==> config.mk <==
export PLATFORM = sky130hd
export DESIGN_NAME = inference_sequencer
export DESIGN_NICKNAME = d
export VERILOG_FILES = /design/src/rtl/inference_sequencer.sv
export SDC_FILE = /design/constraint.sdc
export NUM_CORES = 1
export LEC_CHECK = 0
export BUFFER_PORTS_ARGS = -buffer_cell sky130_fd_sc_hd__buf_2
export CAP_MARGIN = 20
export CORE_ASPECT_RATIO = 2
export CORE_MARGIN = 5
export CORE_UTILIZATION = 54
export CTS_CLUSTER_DIAMETER = 200
export CTS_CLUSTER_SIZE = 30
export DETAILED_ROUTE_END_ITERATION = 16
export PLACE_DENSITY = 0.82
export SYNTH_ARGS = -nofsm -noshare
export SYNTH_HDL_FRONTEND = slang
export SYNTH_SLANG_ARGS = --single-unit
==> constraint.sdc <==
create_clock -name clk -period 3.2 [get_ports clk]
set_clock_uncertainty 0.2 [all_clocks]
set_input_delay 0.64 -clock clk [delete_from_list [all_inputs] [get_ports clk]]
set_output_delay 0.64 -clock clk [all_outputs]
set_load 0.1 [all_outputs]
==> src/rtl/inference_sequencer.sv <==
// Scheduler for the three-layer inference chain: starts layers in order, decodes the result,
// buffers one pending image, counts dropped images and guards each stage with a watchdog.
module inference_sequencer #(
  parameter int TIMEOUT_CYCLES = 1_000_000,
  parameter int OVR_W          = 8
) (
  input  logic             clk,
  input  logic             rst_n,
  input  logic             img_ready,
  output logic             l1_start,
  input  logic             l1_done,
  output logic             l2_start,
  input  logic             l2_done,
  output logic             l3_start,
  input  logic             l3_done,
  input  logic [9:0]       a3,
  input  logic             clear_err,
  output logic             disp_en,
  output logic [3:0]       digit_out,
  output logic             ambiguous,
  output logic             busy,
  output logic [OVR_W-1:0] overrun_cnt,
  output logic             timeout_err,
  output logic [1:0]       err_stage
);

  // state  | meaning
  // IDLE   | waiting for an image
  // RUN_L1 | layer 1 computing
  // RUN_L2 | layer 2 computing
  // RUN_L3 | layer 3 computing
  // DONE   | one cycle: result decoded, display pulsed
  // ERR    | a stage timed out; waits for clear_err
  typedef enum logic [2:0] {IDLE, RUN_L1, RUN_L2, RUN_L3, DONE, ERR} state_t;

  localparam int WD_W = (TIMEOUT_CYCLES > 1) ? $clog2(TIMEOUT_CYCLES) : 1;
  localparam logic [WD_W-1:0] WD_LAST = (TIMEOUT_CYCLES > 0) ? WD_W'(TIMEOUT_CYCLES - 1) : '0;
  localparam logic WD_ON = (TIMEOUT_CYCLES > 0);

  state_t          state, next_state;
  logic [WD_W-1:0] wd_cnt;
  logic            wd_expire;
  logic            pending, pending_next;
  logic            ovr_inc;
  logic [3:0]      dec_digit;
  logic            dec_amb;
  logic [1:0]      stage_id;

  always_ff @(posedge clk or negedge rst_n) begin
    if (!rst_n) state <= IDLE;
    else        state <= next_state;
  end

  always_comb begin
    next_state   = state;
    pending_next = pending;
    ovr_inc      = 1'b0;
    wd_expire    = WD_ON && (wd_cnt == WD_LAST);
    stage_id     = 2'd0;
    case (state)
      IDLE: begin
        if (img_ready || pending) next_state = RUN_L1;
        // entry consumes one image; a simultaneous second one stays buffered
        pending_next = pending && img_ready;
      end
      RUN_L1: begin
        stage_id = 2'd1;
        if (l1_done)        next_state = RUN_L2;
        else if (wd_expire) next_state = ERR;
      end
      RUN_L2: begin
        stage_id = 2'd2;
        if (l2_done)        next_state = RUN_L3;
        else if (wd_expire) next_state = ERR;
      end
      RUN_L3: begin
        stage_id = 2'd3;
        if (l3_done)        next_state = DONE;
        else if (wd_expire) next_state = ERR;
      end
      DONE: begin
        // an image arriving now starts directly, so it is never lost on the way to IDLE
        next_state   = (pending || img_ready) ? RUN_L1 : IDLE;
        ovr_inc      = pending && img_ready;
        pending_next = 1'b0;
      end
      ERR: begin
        if (clear_err) next_state = IDLE;
      end
      default: next_state = IDLE;
    endcase

    if (state inside {RUN_L1, RUN_L2, RUN_L3}) begin
      if (next_state == ERR) begin
        pending_next = 1'b0;
        ovr_inc      = img_ready;
      end else if (img_ready) begin
        ovr_inc      = pending;
        pending_next = 1'b1;
      end
    end else if (state == ERR) begin
      pending_next = 1'b0;
      ovr_inc      = img_ready;
    end
  end

  always_comb begin
    dec_digit = 4'hF;
    dec_amb   = 1'b1;
    if ($countones(a3) == 1) begin
      dec_amb = 1'b0;
      for (int i = 0; i < 10; i++) begin
        if (a3[i]) dec_digit = 4'(i);
      end
    end
  end

  always_ff @(posedge clk or negedge rst_n) begin
    if (!rst_n) begin
      pending     <= 1'b0;
      wd_cnt      <= '0;
      overrun_cnt <= '0;
      l1_start    <= 1'b0;
      l2_start    <= 1'b0;
      l3_start    <= 1'b0;
      disp_en     <= 1'b0;
      digit_out   <= 4'd0;
      ambiguous   <= 1'b0;
      busy        <= 1'b0;
      timeout_err <= 1'b0;
      err_stage   <= 2'd0;
    end else begin
      pending <= pending_next;
      if (next_state != state) wd_cnt <= '0;
      else                     wd_cnt <= wd_cnt + WD_W'(1);
      if (ovr_inc && (overrun_cnt != '1)) overrun_cnt <= overrun_cnt + OVR_W'(1);
      l1_start <= (next_state == RUN_L1) && (state != RUN_L1);
      l2_start <= (next_state == RUN_L2) && (state != RUN_L2);
      l3_start <= (next_state == RUN_L3) && (state != RUN_L3);
      disp_en  <= (next_state == DONE);
      busy     <= next_state inside {RUN_L1, RUN_L2, RUN_L3, DONE};
      if (next_state == DONE) begin
        digit_out <= dec_digit;
        ambiguous <= dec_amb;
      end
      if ((next_state == ERR) && (state != ERR)) begin
        timeout_err <= 1'b1;
        err_stage   <= stage_id;
      end else if ((state == ERR) && clear_err) begin
        timeout_err <= 1'b0;
        err_stage   <= 2'd0;
      end
    end
  end

endmodule
==> metrics.log, run 1 <==
INFO  metric result_of_the_run = finished with violations
INFO  metric failing_checks = negative setup slack
INFO  metric synth_compound_gate_area_share = 9.35%
INFO  metric synth_xor_xnor_area_share = 8.27%
INFO  metric worst_ep_required_time = 3.19 ns
INFO  metric die_w = 58.5 um
INFO  metric port_buffers = 37
INFO  metric post_route_cells_drive_above_1_share = 22.2%
INFO  metric fin_nets = 344
INFO  metric crit_path_start_kind = input port
INFO  metric cts.reportedPaths.clkPinSlew = 0.08 ns
INFO  metric maxSlewViolCount = 0
INFO  metric fmax = 0.269 GHz
INFO  metric wl_per_instance = 14.5 um
INFO  metric numPlacedInstances = 361
INFO  metric pin_count_of_the_biggest_net_entering_global_routing = 46
INFO  metric ant_nets_after_route = 0
INFO  metric routed_via_density = 5.64
INFO  metric dr.first_iter.drc_count = 67
INFO  metric effective_utilization_at_floorplan = 55.3%
INFO  metric finalHoldViolations = 0
INFO  metric final.min_clock_period = 3.72 ns
INFO  metric grt_pass1_vias = 2221
INFO  metric design_area = 0.00302 mm^2
INFO  metric power.density = 925 mW/mm^2
INFO  metric place.detailed.hpwl = 4.11 mm
INFO  metric critical-path-max-stage-delay = 0.52 ns
INFO  metric groute.layer.met2.usage = 37.0%
INFO  metric relSlewSlack = 65.4%
INFO  metric global_route.usage.met1 = 18.3%
INFO  metric dpl_cell_area = 0.00285 mm^2
INFO  metric cp_slowest_cell = sky130_fd_sc_hd__fa_1
INFO  metric grt-busiest-layer = met2
INFO  metric area_delta_synth_final = 18.8%
INFO  metric via_count = 2093
INFO  metric max_cap_violations = 0
INFO  metric layout_worst_path_cycle_share = 116%
INFO  metric end_kind = flip-flop
INFO  metric critical_path_arrival = 3.71 ns
INFO  metric global_route_wire_length_before_repair = 9.27 mm
INFO  metric mean_area_per_synthesized_cell = 9.55 um^2
INFO  metric ir_worst_vdd = 0.794 mV
INFO  metric design.die.area = 0.00626 mm^2
INFO  metric globalRouteOverflowTotal = 0
INFO  metric cellLeakagePower = 1.35 nW
INFO  metric post_synth_net_total = 295
INFO  metric fp.coreArea = 0.00460 mm^2
INFO  metric synth_simple_gate_area_share = 23.7%
INFO  metric syn-instance-count = 266
INFO  metric cts_buffer_count = 5
INFO  metric final_core_utilization = 65.6%
INFO  metric yosysSeqAreaShare = 44.3%
INFO  metric synthDominantAreaCellType = sky130_fd_sc_hd__dfrtp_1
INFO  metric die_height = 107 um
INFO  metric synth.mux.area_fraction = 2.56%
INFO  metric synth-edff-count = 0
INFO  metric synthesis.yosys.warnings = 0
INFO  metric cpLargestDelayFamily = adder cells
INFO  metric setup.worst_path.class = input port to flip-flop
INFO  metric cp_num_buf_inv = 4
INFO  metric grt.met3_usage = 2.77%
INFO  metric syn_area = 0.00254 mm^2
INFO  metric placement_rows = 35
INFO  metric drc_errors = 0
INFO  metric cts_buffer_depth = 2
INFO  metric worst_setup_path_startpoint = a3[7]
INFO  metric tritoncts_num_sinks = 45
INFO  metric antenna_found_initial = 0
INFO  metric cts-htree-levels = 2
INFO  metric timing.critical_path.fanout_max = 2
INFO  metric synth_cell_types = 48
INFO  metric setup_repair_after_global_routing_missed_its_margin = true
INFO  metric clock_tree_from_tritoncts = done
INFO  metric drt_pre_antenna_iters = 4
INFO  metric routed_wirelength = 5.39 mm
INFO  metric share_of_synthesized_cell_area_in_full_adder_half_adder_and_majority_cells = 7.68%
INFO  metric gp_routability_congestion = 0.870
INFO  metric setup_total_negative_slack = -2.05 ns
INFO  metric finalNonFillerCells = 371
INFO  metric clock_insertion_delay_worst_skew = 0.30 ns
INFO  metric async_reset_ff_share = 100%
INFO  metric synth_top_area_share = 44.3%
INFO  metric path_cells = buf_6, fa_1, fa_1, inv_1, fa_1, inv_1, ha_2, fa_2, nor2b_1, a31oi_1, nor4bb_2, inv_1, o32a_1
INFO  metric timing.hold.worst.class = input port to asynchronous set/reset pin
INFO  metric antenna_cells_inserted = 0
INFO  metric clk_root_buffer_cell = sky130_fd_sc_hd__clkbuf_8
INFO  metric yosys_most_used_dff = sky130_fd_sc_hd__dfrtp_1
INFO  metric setup_viol = 5
INFO  metric io_pins = 38
INFO  metric post_synth_main_area_contributors = sky130_fd_sc_hd__dfrtp_1 (44%), sky130_fd_sc_hd__nor2_1 (6.9%), sky130_fd_sc_hd__xnor2_1 (5.9%)
INFO  metric reg2reg_from = wd_cnt[13]
INFO  metric timing.final.ws_setup = -0.522 ns
INFO  metric main_combinational_cell_family_by_area_after_synthesis = simple AND/OR/NAND/NOR gates
INFO  metric grt_util_all_layers = 19.0%
INFO  metric postSynthRegisterBits = 45
INFO  metric tightest_slew = 0.519 ns
through the flow:
| stage | worst slack, ns | hold slack, ns | power, W |
|---|---|---|---|
| final | -0.522 | 0.0152 | 0.00279 |
| after global routing | -0.722 | 0.0380 | 0.00295 |
| after CTS | -0.489 | 0.291 | 0.00279 |
| after detailed placement | -0.897 | 0.279 | 0.00236 |
| after global placement | -0.835 | 0.264 | 0.00233 |
| after floorplan | -0.776 | 0.144 | 0.00206 |
cells in the final DEF, fill, tap and decap left out, drive strengths merged, types with 2 or more instances in the layout:
| cell type | netlist | routed |
|---|---|---|
| a22oi | 2 | 2 |
| nand2b | 4 | 4 |
| a31oi | 2 | 2 |
| a21oi | 7 | 7 |
| nor2b | 4 | 4 |
| or4b | 2 | 2 |
| or3 | 2 | 2 |
| inv | 20 | 20 |
| mux2i | 2 | 2 |
| buf | 2 | 49 |
| nor4 | 2 | 2 |
| nor3b | 2 | 2 |
| o31ai | 2 | 2 |
| xor2 | 7 | 7 |
| mux2 | 2 | 2 |
| o21ai | 5 | 5 |
| o22ai | 3 | 3 |
| and3 | 5 | 5 |
| nor3 | 4 | 4 |
| xnor2 | 17 | 17 |
| and4 | 3 | 3 |
| clkbuf | 5 | 5 |
| fa | 6 | 6 |
| dfrtp | 45 | 45 |
| ha | 6 | 6 |
| nor2 | 47 | 47 |
| nand2 | 22 | 22 |
| nand3 | 8 | 8 |
| nand4 | 10 | 10 |
routing by layer:
layer / routed length (um) / vias to the layer above
li1: - / 1007
met1: 1820 / 1032
met3: 182 / 14
met5: 0 / -
met4: 113 / 0
met2: 3280 / 40
final cells by class:
class	count	area [um^2]
fillers	391	1580
multi-input cells	194	1330
flip-flops and latches	45	1130
repair buffers	49	300
inverters	20	75.1
clock buffers	5	68.8
well taps	55	68.8
clock inverters	3	46.3
power breakdown:
part           switching, W  leakage, nW  total, W  internal [W]
registers          0.000164        0.571  0.000862      0.000698
clock network      0.000196       0.0543  0.000429      0.000234
logic               0.00112        0.724   0.00150      0.000375
cell usage after synthesis, drive strengths merged, types with 3 or more instances:
cell / count
a21oi: 7
and3: 5
and4: 3
clkbuf: 5
dfrtp: 45
fa: 6
ha: 6
inv: 20
nand2: 22
nand2b: 4
nand3: 8
nand4: 10
nor2: 47
nor2b: 4
nor3: 4
o21ai: 5
o22ai: 3
xnor2: 17
xor2: 7
flip-flops by register name, indices dropped and copies added, names as in the netlist:
name         count
ambiguous        1
digit_out        4
state            3
err_stage        2
l1_start         1
overrun_cnt      8
pending          1
wd_cnt          20
l2_start         1
timeout_err      1
disp_en          1
busy             1
l3_start         1
worst paths after layout:
check	slack [ns]	endpoint	cells past startpoint
hold / removal	0.02	wd_cnt[2]	1
hold reg to reg	0.29	wd_cnt[0]	1
min in group clk	0.29	wd_cnt[0]	1
max in group asynchronous	2.31	wd_cnt[10]	2
setup / recovery	-0.52	digit_out[0]	13
setup reg to reg	0.15	overrun_cnt[1]	5
kinds of logic after synthesis:
| logic type | count (synthesis) |
|---|---|
| xor+xnor | 24 |
| buf+inv | 27 |
| compound gates | 32 |
| flops | 45 |
| mux | 5 |
| fa+ha+maj | 12 |
| simple gates | 121 |
repair_timing:
action | 4_1_cts | 5_1_grt
setup buffers | 1 | 2
pin swaps | 7 | 3
endpoints found under the setup margin | 5 | 5
resized for setup | 4 | 1
cloned | 0 | 0
hold buffers | 0 | 0
Note: power is estimated with default switching activity, not from simulation.
==> run 2: changes to the inputs <==
--- a/config.mk
+++ b/config.mk
@@ -8,12 +8,12 @@
 export BUFFER_PORTS_ARGS = -buffer_cell sky130_fd_sc_hd__buf_2
 export CAP_MARGIN = 20
 export CORE_ASPECT_RATIO = 2
-export CORE_MARGIN = 5
+export CORE_MARGIN = 2
 export CORE_UTILIZATION = 54
 export CTS_CLUSTER_DIAMETER = 200
 export CTS_CLUSTER_SIZE = 30
 export DETAILED_ROUTE_END_ITERATION = 16
-export PLACE_DENSITY = 0.82
+export PLACE_DENSITY = 0.72
 export SYNTH_ARGS = -nofsm -noshare
 export SYNTH_HDL_FRONTEND = slang
 export SYNTH_SLANG_ARGS = --single-unit
==> run 2 against run 1 <==
Compared with the run above:
- the flow still finishes with violations (negative setup slack)
- first-iteration DRC count decreased by 36%
- die area decreased by 15%
- critical endpoint unchanged
- utilization increased by 1.0 points
==> metrics.log, run 2 (synthesis results as in run 1) <==
INFO  metric ir_worst_vdd = 0.835 mV (+5.2%)
INFO  metric maxSlewViolCount = 0 (unchanged)
INFO  metric area_delta_synth_final = 19.4%
INFO  metric setup_viol = 5 (unchanged)
INFO  metric routed_via_density = 5.54 (-1.8%)
INFO  metric fp.coreArea = 0.00455 mm^2 (-0.95%)
INFO  metric end_kind = flip-flop
INFO  metric fin_nets = 345 (+0.29%)
INFO  metric routed_wirelength = 5.37 mm (-0.39%)
INFO  metric placement_rows = 35 (unchanged)
INFO  metric comb_power_share = 54.0% (+0.3 points)
INFO  metric hold-worst-slack = 0.290 ns (+0.275 ns)
INFO  metric max_cap_violations = 0 (unchanged)
INFO  metric grt_pass1_vias = 2076 (-6.5%)
INFO  metric place.detailed.hpwl = 4.06 mm (-1.1%)
INFO  metric fmax = 0.265 GHz (-1.5%)
INFO  metric setup.worst_path.class = input port to flip-flop
INFO  metric timing.final.ws_setup = -0.581 ns (-0.0581 ns)
INFO  metric timing.hold.worst.class = flip-flop to flip-flop
INFO  metric relSlewSlack = 64.5% (-0.91 points)
INFO  metric cts-htree-levels = 2 (unchanged)
INFO  metric antenna_found_initial = 0 (unchanged)
INFO  metric port_buffers = 37 (unchanged)
INFO  metric dpl_cell_area = 0.00285 mm^2 (-0.26%)
INFO  metric design.die.area = 0.00530 mm^2 (-15%)
INFO  metric finalHoldViolations = 0 (unchanged)
INFO  metric antenna_cells_inserted = 0 (unchanged)
INFO  metric design_area = 0.00304 mm^2 (+0.58%)
INFO  metric internal_power = 0.00132 W (+0.84%)
INFO  metric ant_nets_after_route = 0 (unchanged)
INFO  metric clock_insertion_delay_worst_skew = 0.30 ns (about the same)
INFO  metric clk_root_buffer_cell = sky130_fd_sc_hd__clkbuf_8
INFO  metric cts_buffer_count = 5 (unchanged)
INFO  metric power.sequential.fraction = 30.5% (-0.4 points)
INFO  metric setup_repair_after_global_routing_missed_its_margin = true
INFO  metric die_w = 52.5 um (-10%)
INFO  metric fill_cells = 404 (+3.3%)
INFO  metric result_of_the_run = finished with violations
INFO  metric gp_routability_congestion = 0.807 (-7.2%)
INFO  metric wl_per_instance = 14.4 um (-0.66%)
INFO  metric pin_count_of_the_biggest_net_entering_global_routing = 46 (unchanged)
INFO  metric effective_utilization_at_floorplan = 55.8% (+0.53 points)
INFO  metric crit_path_start_kind = input port
INFO  metric failing_checks = negative setup slack
INFO  metric critical_path_arrival = 3.77 ns (+0.06 ns)
INFO  metric drt_pre_antenna_iters = 4 (unchanged)
INFO  metric worst_ep_required_time = 3.19 ns (about the same)
INFO  metric global_route_wire_length_before_repair = 8.87 mm (-4.4%)
INFO  metric registers.top_by_ff_count = wd_cnt
INFO  metric cts.reportedPaths.clkPinSlew = 0.09 ns (about the same)
INFO  metric layout_worst_path_cycle_share = 118% (+1.8 points)
INFO  metric mostFrequentLayoutCell = sky130_fd_sc_hd__nor2_1
INFO  metric die_height = 101 um (-5.6%)
INFO  metric largest_register_ff_count = 20 (unchanged)
INFO  metric layout_top_registers = wd_cnt (20), overrun_cnt (8), digit_out (4)
INFO  metric power.density = 931 mW/mm^2 (+0.66%)
INFO  metric p_clk_share = 15.5% (about the same)
INFO  metric dr.first_iter.drc_count = 43 (-36%)
INFO  metric switching_share = 53.4% (+0.18 points)
INFO  metric tritoncts_num_sinks = 45 (unchanged)
INFO  metric final_cell_mix = sky130_fd_sc_hd__nor2_1 (47), sky130_fd_sc_hd__dfrtp_1 (45), sky130_fd_sc_hd__buf_2 (35), sky130_fd_sc_hd__nand2_1 (22), sky130_fd_sc_hd__inv_1 (19)
INFO  metric clock_tree_from_tritoncts = done
INFO  metric timing.critical_path.fanout_max = 2 (unchanged)
INFO  metric setup_total_negative_slack = -2.51 ns (-0.465 ns)
INFO  metric via_count = 2060 (-1.6%)
INFO  metric netSwitchingPower = 0.00151 W (+1.6%)
INFO  metric final.min_clock_period = 3.78 ns (+0.0581 ns)
INFO  metric drc_errors = 0 (unchanged)
INFO  metric cts_buffer_depth = 2 (unchanged)
INFO  metric post_route_cells_drive_above_1_share = 22.1% (-0.070 points)
INFO  metric cellLeakagePower = 1.35 nW (+0.29%)
INFO  metric grt_util_all_layers = 22.3% (+3.3 points)
INFO  metric io_pins = 38 (unchanged)
INFO  metric tightest_slew = 0.528 ns (+0.00878 ns)
INFO  metric globalRouteOverflowTotal = 0 (unchanged)
-- run 2: changes by cell type in the layout (fill, tap and decap cells not counted), sizes merged --
cell	before	now
dlygate4sd3	0	1
-- run 2: layout make-up --
type                    instances  area [um^2]  area share (%)
multi-input cells             194         1340            44.1
well taps                      55         68.8            2.27
inverters                      20         75.1            2.47
flip-flops and latches         45         1130            37.1
clock inverters                 3         46.3            1.53
clock buffers                   5         68.8            2.27
repair buffers                 50          310            10.2
-- run 2: final timing paths --
path,to,start,depth (start not counted),slack [ns]
hold reg to reg,overrun_cnt[4],overrun_cnt[4],1,0.29
hold / removal,overrun_cnt[4],overrun_cnt[4],1,0.29
setup reg to reg,overrun_cnt[1],wd_cnt[13],5,0.18
setup / recovery,digit_out[0],a3[1],13,-0.58
max in group asynchronous,wd_cnt[10],rst_n,3,1.84
min in group asynchronous,disp_en,rst_n,2,0.50
-- run 2: per-layer routing --
layer | vias to the layer above | global-route usage, % | routed length, um
met2 | 30 | 43.3 | 3170
met3 | 12 | 3.41 | 110
met5 | - | 0 | 0
met4 | 0 | 10.5 | 143
met1 | 1010 | 21.3 | 1940
li1 | 1008 | - | -
-- run 2: stage by stage --
| step | setup WS [ns] | total power [W] | utilization (%) | cells |
|---|---|---|---|---|
| 6_report | -0.581 | 0.00283 | 66.6 | 372 |
| 5_1_grt | -0.697 | 0.00298 | 66.6 | 372 |
| 4_1_cts | -0.616 | 0.00283 | 65.7 | 369 |
| 3_5_place_dp | -0.982 | 0.00237 | 62.5 | 360 |
| 3_3_place_gp | -0.867 | 0.00234 | 62.5 | 360 |
| 2_1_floorplan | -0.776 | 0.00206 | - | 266 |
-- run 2: what timing repair did --
| item | in CTS | in global routing |
|---|---|---|
| hold buffers | 0 | 1 |
| buffers inserted | 1 | 1 |
| gates resized for setup | 5 | 1 |
| endpoints found under the hold margin | 0 | 6 |
| setup endpoints to repair | 5 | 5 |
| pin swaps | 11 | 7 |
| gates cloned | 0 | 0 |
-- run 2: power groups by stage --
stage / clock network (W) / logic (W) / registers (W)
after global placement: 0 / 0.00147 / 0.000866
after detailed placement: 0 / 0.00150 / 0.000872
final: 0.000439 / 0.00153 / 0.000861
after floorplan: 0 / 0.000577 / 0.00148
after CTS: 0.000446 / 0.00152 / 0.000860
after global routing: 0.000471 / 0.00163 / 0.000882
-- run 2: worst max-delay path, stage by stage --
cell and delay (ns):
sky130_fd_sc_hd__buf_2 0.11, sky130_fd_sc_hd__fa_1 0.48, sky130_fd_sc_hd__fa_1 0.51, sky130_fd_sc_hd__inv_1 0.05, sky130_fd_sc_hd__fa_1 0.49, sky130_fd_sc_hd__inv_2 0.05, sky130_fd_sc_hd__ha_4 0.15, sky130_fd_sc_hd__fa_2 0.34
sky130_fd_sc_hd__nor2b_1 0.13, sky130_fd_sc_hd__a31oi_1 0.07, sky130_fd_sc_hd__nor4bb_2 0.39, sky130_fd_sc_hd__inv_1 0.07, sky130_fd_sc_hd__o32a_1 0.29
==> run 3: changes to the inputs <==
--- a/config.mk
+++ b/config.mk
@@ -13,7 +13,7 @@
 export CTS_CLUSTER_DIAMETER = 200
 export CTS_CLUSTER_SIZE = 30
 export DETAILED_ROUTE_END_ITERATION = 16
-export PLACE_DENSITY = 0.72
+export PLACE_DENSITY = 0.84
 export SYNTH_ARGS = -nofsm -noshare
 export SYNTH_HDL_FRONTEND = slang
 export SYNTH_SLANG_ARGS = --single-unit
==> run 3 against run 2 <==
Compared with the run above:
- critical path type unchanged
- flip-flop and latch count unchanged
- clock power decreased by 20%
- highest routed layer unchanged
- the run still ends with negative setup slack left
- count of clock-buffer cells in the layout unchanged
- fmax decreased by 1.5%
- first-iteration DRC count decreased by 30%
- combinational power about the same
- die area unchanged
- critical path depth unchanged
- global-route usage increased by 2.3 points
- sequential share of layout area increased by 0.46 points
- total power decreased by 2.9%
- via count increased by 3.9%
==> metrics.log, run 3 (synthesis results as in run 1) <==
INFO  metric timing.critical_path.to = digit_out[0]
INFO  metric layout_worst_path_cycle_share = 120% (+1.8 points)
INFO  metric ff2ff_setup_slack = 0.14 ns (-0.04 ns)
INFO  metric design_area = 0.00300 mm^2 (-1.2%)
INFO  metric port_buffers = 37 (unchanged)
INFO  metric worst_setup_path_startpoint = a3[1]
INFO  metric timing.critical_path.fanout_max = 2 (unchanged)
INFO  metric final_cell_mix = sky130_fd_sc_hd__nor2_1 (46), sky130_fd_sc_hd__dfrtp_1 (45), sky130_fd_sc_hd__buf_2 (35), sky130_fd_sc_hd__nand2_1 (22), sky130_fd_sc_hd__inv_1 (19)
INFO  metric cts_buffer_depth = 2 (unchanged)
INFO  metric finalHoldViolations = 0 (unchanged)
INFO  metric drc_errors = 0 (unchanged)
INFO  metric routed_via_density = 5.77 (+4.2%)
INFO  metric clock_tree_from_tritoncts = done
INFO  metric effective_utilization_at_floorplan = 55.8% (unchanged)
INFO  metric relSlewSlack = 36.6% (-28 points)
INFO  metric cts_hold_repair.buffers = 0 (unchanged)
INFO  metric grt_util_all_layers = 24.6% (+2.3 points)
INFO  metric mostFrequentLayoutCell = sky130_fd_sc_hd__nor2_1
INFO  metric grt_pass1_vias = 2191 (+5.5%)
INFO  metric power.density = 915 mW/mm^2 (-1.7%)
INFO  metric ant_nets_after_route = 0 (unchanged)
INFO  metric reg2reg_from = wd_cnt[13]
INFO  metric setup_repair_after_global_routing_missed_its_margin = true
INFO  metric registers.top_by_ff_count = wd_cnt
INFO  metric critical_path_arrival = 3.82 ns (+0.05 ns)
INFO  metric cts.reportedPaths.clkPinSlew = 0.09 ns (about the same)
INFO  metric end_kind = flip-flop
INFO  metric gp_routability_congestion = 0.870 (+7.8%)
INFO  metric report.power.total = 0.00274 W (-2.9%)
INFO  metric fin_nets = 344 (-0.29%)
INFO  metric largest_register_ff_count = 20 (unchanged)
INFO  metric global_route_wire_length_before_repair = 9.70 mm (+9.4%)
INFO  metric cts-htree-levels = 2 (unchanged)
INFO  metric maxSlewViolCount = 0 (unchanged)
INFO  metric via_count = 2141 (+3.9%)
INFO  metric routed_wirelength = 5.67 mm (+5.5%)
INFO  metric clk_root_buffer_cell = sky130_fd_sc_hd__clkbuf_8
INFO  metric pin_count_of_the_biggest_net_entering_global_routing = 46 (unchanged)
INFO  metric cts_buffer_count = 5 (unchanged)
INFO  metric ir_worst_vdd = 0.764 mV (-8.4%)
INFO  metric tightest_slew = 0.950 ns (+0.422 ns)
INFO  metric worst-r2r-cell-count = 5 (unchanged)
INFO  metric io_pins = 38 (unchanged)
INFO  metric antenna_found_initial = 0 (unchanged)
INFO  metric dpl_cell_area = 0.00286 mm^2 (+0.53%)
INFO  metric crit_path_start_kind = input port
INFO  metric cellLeakagePower = 1.34 nW (-1.0%)
INFO  metric final_core_utilization = 65.8% (-0.82 points)
INFO  metric fp.coreArea = 0.00455 mm^2 (unchanged)
INFO  metric die_w = 52.5 um (unchanged)
INFO  metric fmax = 0.261 GHz (-1.5%)
INFO  metric timing.hold.worst.class = input port to asynchronous set/reset pin
INFO  metric antenna_cells_inserted = 0 (unchanged)
INFO  metric drt_pre_antenna_iters = 4 (unchanged)
INFO  metric timing.final.ws_setup = -0.639 ns (-0.0582 ns)
INFO  metric crit-reg2reg-capture = overrun_cnt[1]
INFO  metric result_of_the_run = finished with violations
INFO  metric dr.first_iter.drc_count = 30 (-30%)
INFO  metric area_delta_synth_final = 18.0%
INFO  metric design.die.area = 0.00530 mm^2 (unchanged)
INFO  metric clock_insertion_delay_worst_skew = 0.30 ns (about the same)
INFO  metric wl_per_instance = 15.3 um (+5.7%)
INFO  metric final.min_clock_period = 3.84 ns (+0.0582 ns)
INFO  metric failing_checks = negative setup slack
INFO  metric setup.worst_path.class = input port to flip-flop
INFO  metric placement_rows = 35 (unchanged)
INFO  metric tritoncts_num_sinks = 45 (unchanged)
INFO  metric max_cap_violations = 0 (unchanged)
INFO  metric setup_viol = 5 (unchanged)
INFO  metric layout_top_registers = wd_cnt (20), overrun_cnt (8), digit_out (4)
INFO  metric post_route_cells_drive_above_1_share = 22.8% (+0.70 points)
INFO  metric place.detailed.hpwl = 4.29 mm (+5.6%)
INFO  metric globalRouteOverflowTotal = 0 (unchanged)
INFO  metric worst_ep_required_time = 3.18 ns (about the same)
INFO  metric die_height = 101 um (unchanged)
## run 3: worst min-delay path by stage
stage / from / end / slack [ns] / depth (start not counted)
floorplan: rst_n / ambiguous / 0.14 / 0
global placement: timeout_err / timeout_err / 0.26 / 1
detailed placement: wd_cnt[0] / wd_cnt[0] / 0.29 / 1
CTS: wd_cnt[0] / wd_cnt[0] / 0.30 / 1
global route: overrun_cnt[4] / overrun_cnt[4] / 0.32 / 1
finish: rst_n / state[2] / 0.27 / 1
## run 3: worst max-delay path, cell delays in order
cell and delay (ns):
sky130_fd_sc_hd__buf_6 0.10, sky130_fd_sc_hd__fa_1 0.50, sky130_fd_sc_hd__fa_1 0.52, sky130_fd_sc_hd__inv_1 0.05
sky130_fd_sc_hd__fa_1 0.49, sky130_fd_sc_hd__inv_2 0.05, sky130_fd_sc_hd__ha_4 0.15, sky130_fd_sc_hd__fa_2 0.35
sky130_fd_sc_hd__nor2b_1 0.13, sky130_fd_sc_hd__a31oi_1 0.06, sky130_fd_sc_hd__nor4bb_2 0.36, sky130_fd_sc_hd__inv_1 0.09
sky130_fd_sc_hd__o32a_1 0.34
## run 3: final cells by class
cell class	instances	area [um^2]
Multi-Input combinational cell	194	1350
Inverter	20	75.1
Clock inverter	3	22.5
Tap cell	55	68.8
Clock buffer	5	68.8
Fill cell	389	1560
Sequential cell	45	1130
Timing Repair Buffer	49	288
## run 3: stage by stage
step | std cells | setup TNS [ns] | hold WS (ns) | worst slack [ns]
final | 371 | -2.53 | 0.272 | -0.639
after floorplan | 266 | -2.80 | 0.144 | -0.776
after global placement | 362 | -3.54 | 0.264 | -0.828
after global routing | 371 | -3.24 | 0.320 | -0.772
after CTS | 371 | -2.18 | 0.298 | -0.555
after detailed placement | 362 | -4.06 | 0.287 | -0.936
## run 3: layer usage
layer	track usage, %	wire length (um)	up-vias	part of all wire [%]
met5	0	0	-	0
met4	13.4	181	0	3.2
met3	4.90	242	16	4.3
met2	46.5	3320	72	59
met1	23.1	1920	1048	34
li1	-	-	1005	-
## run 3: power by group
part	switching (W)	internal [W]	total (W)
registers	0.000165	0.000698	0.000864
clock network	0.000197	0.000155	0.000352
logic	0.00114	0.000384	0.00153
## run 3: repair_timing
item	4_1_cts	5_1_grt
setup endpoints to repair	5	10
gates resized for setup	5	3
pin swaps	5	3
buffers inserted	2	1
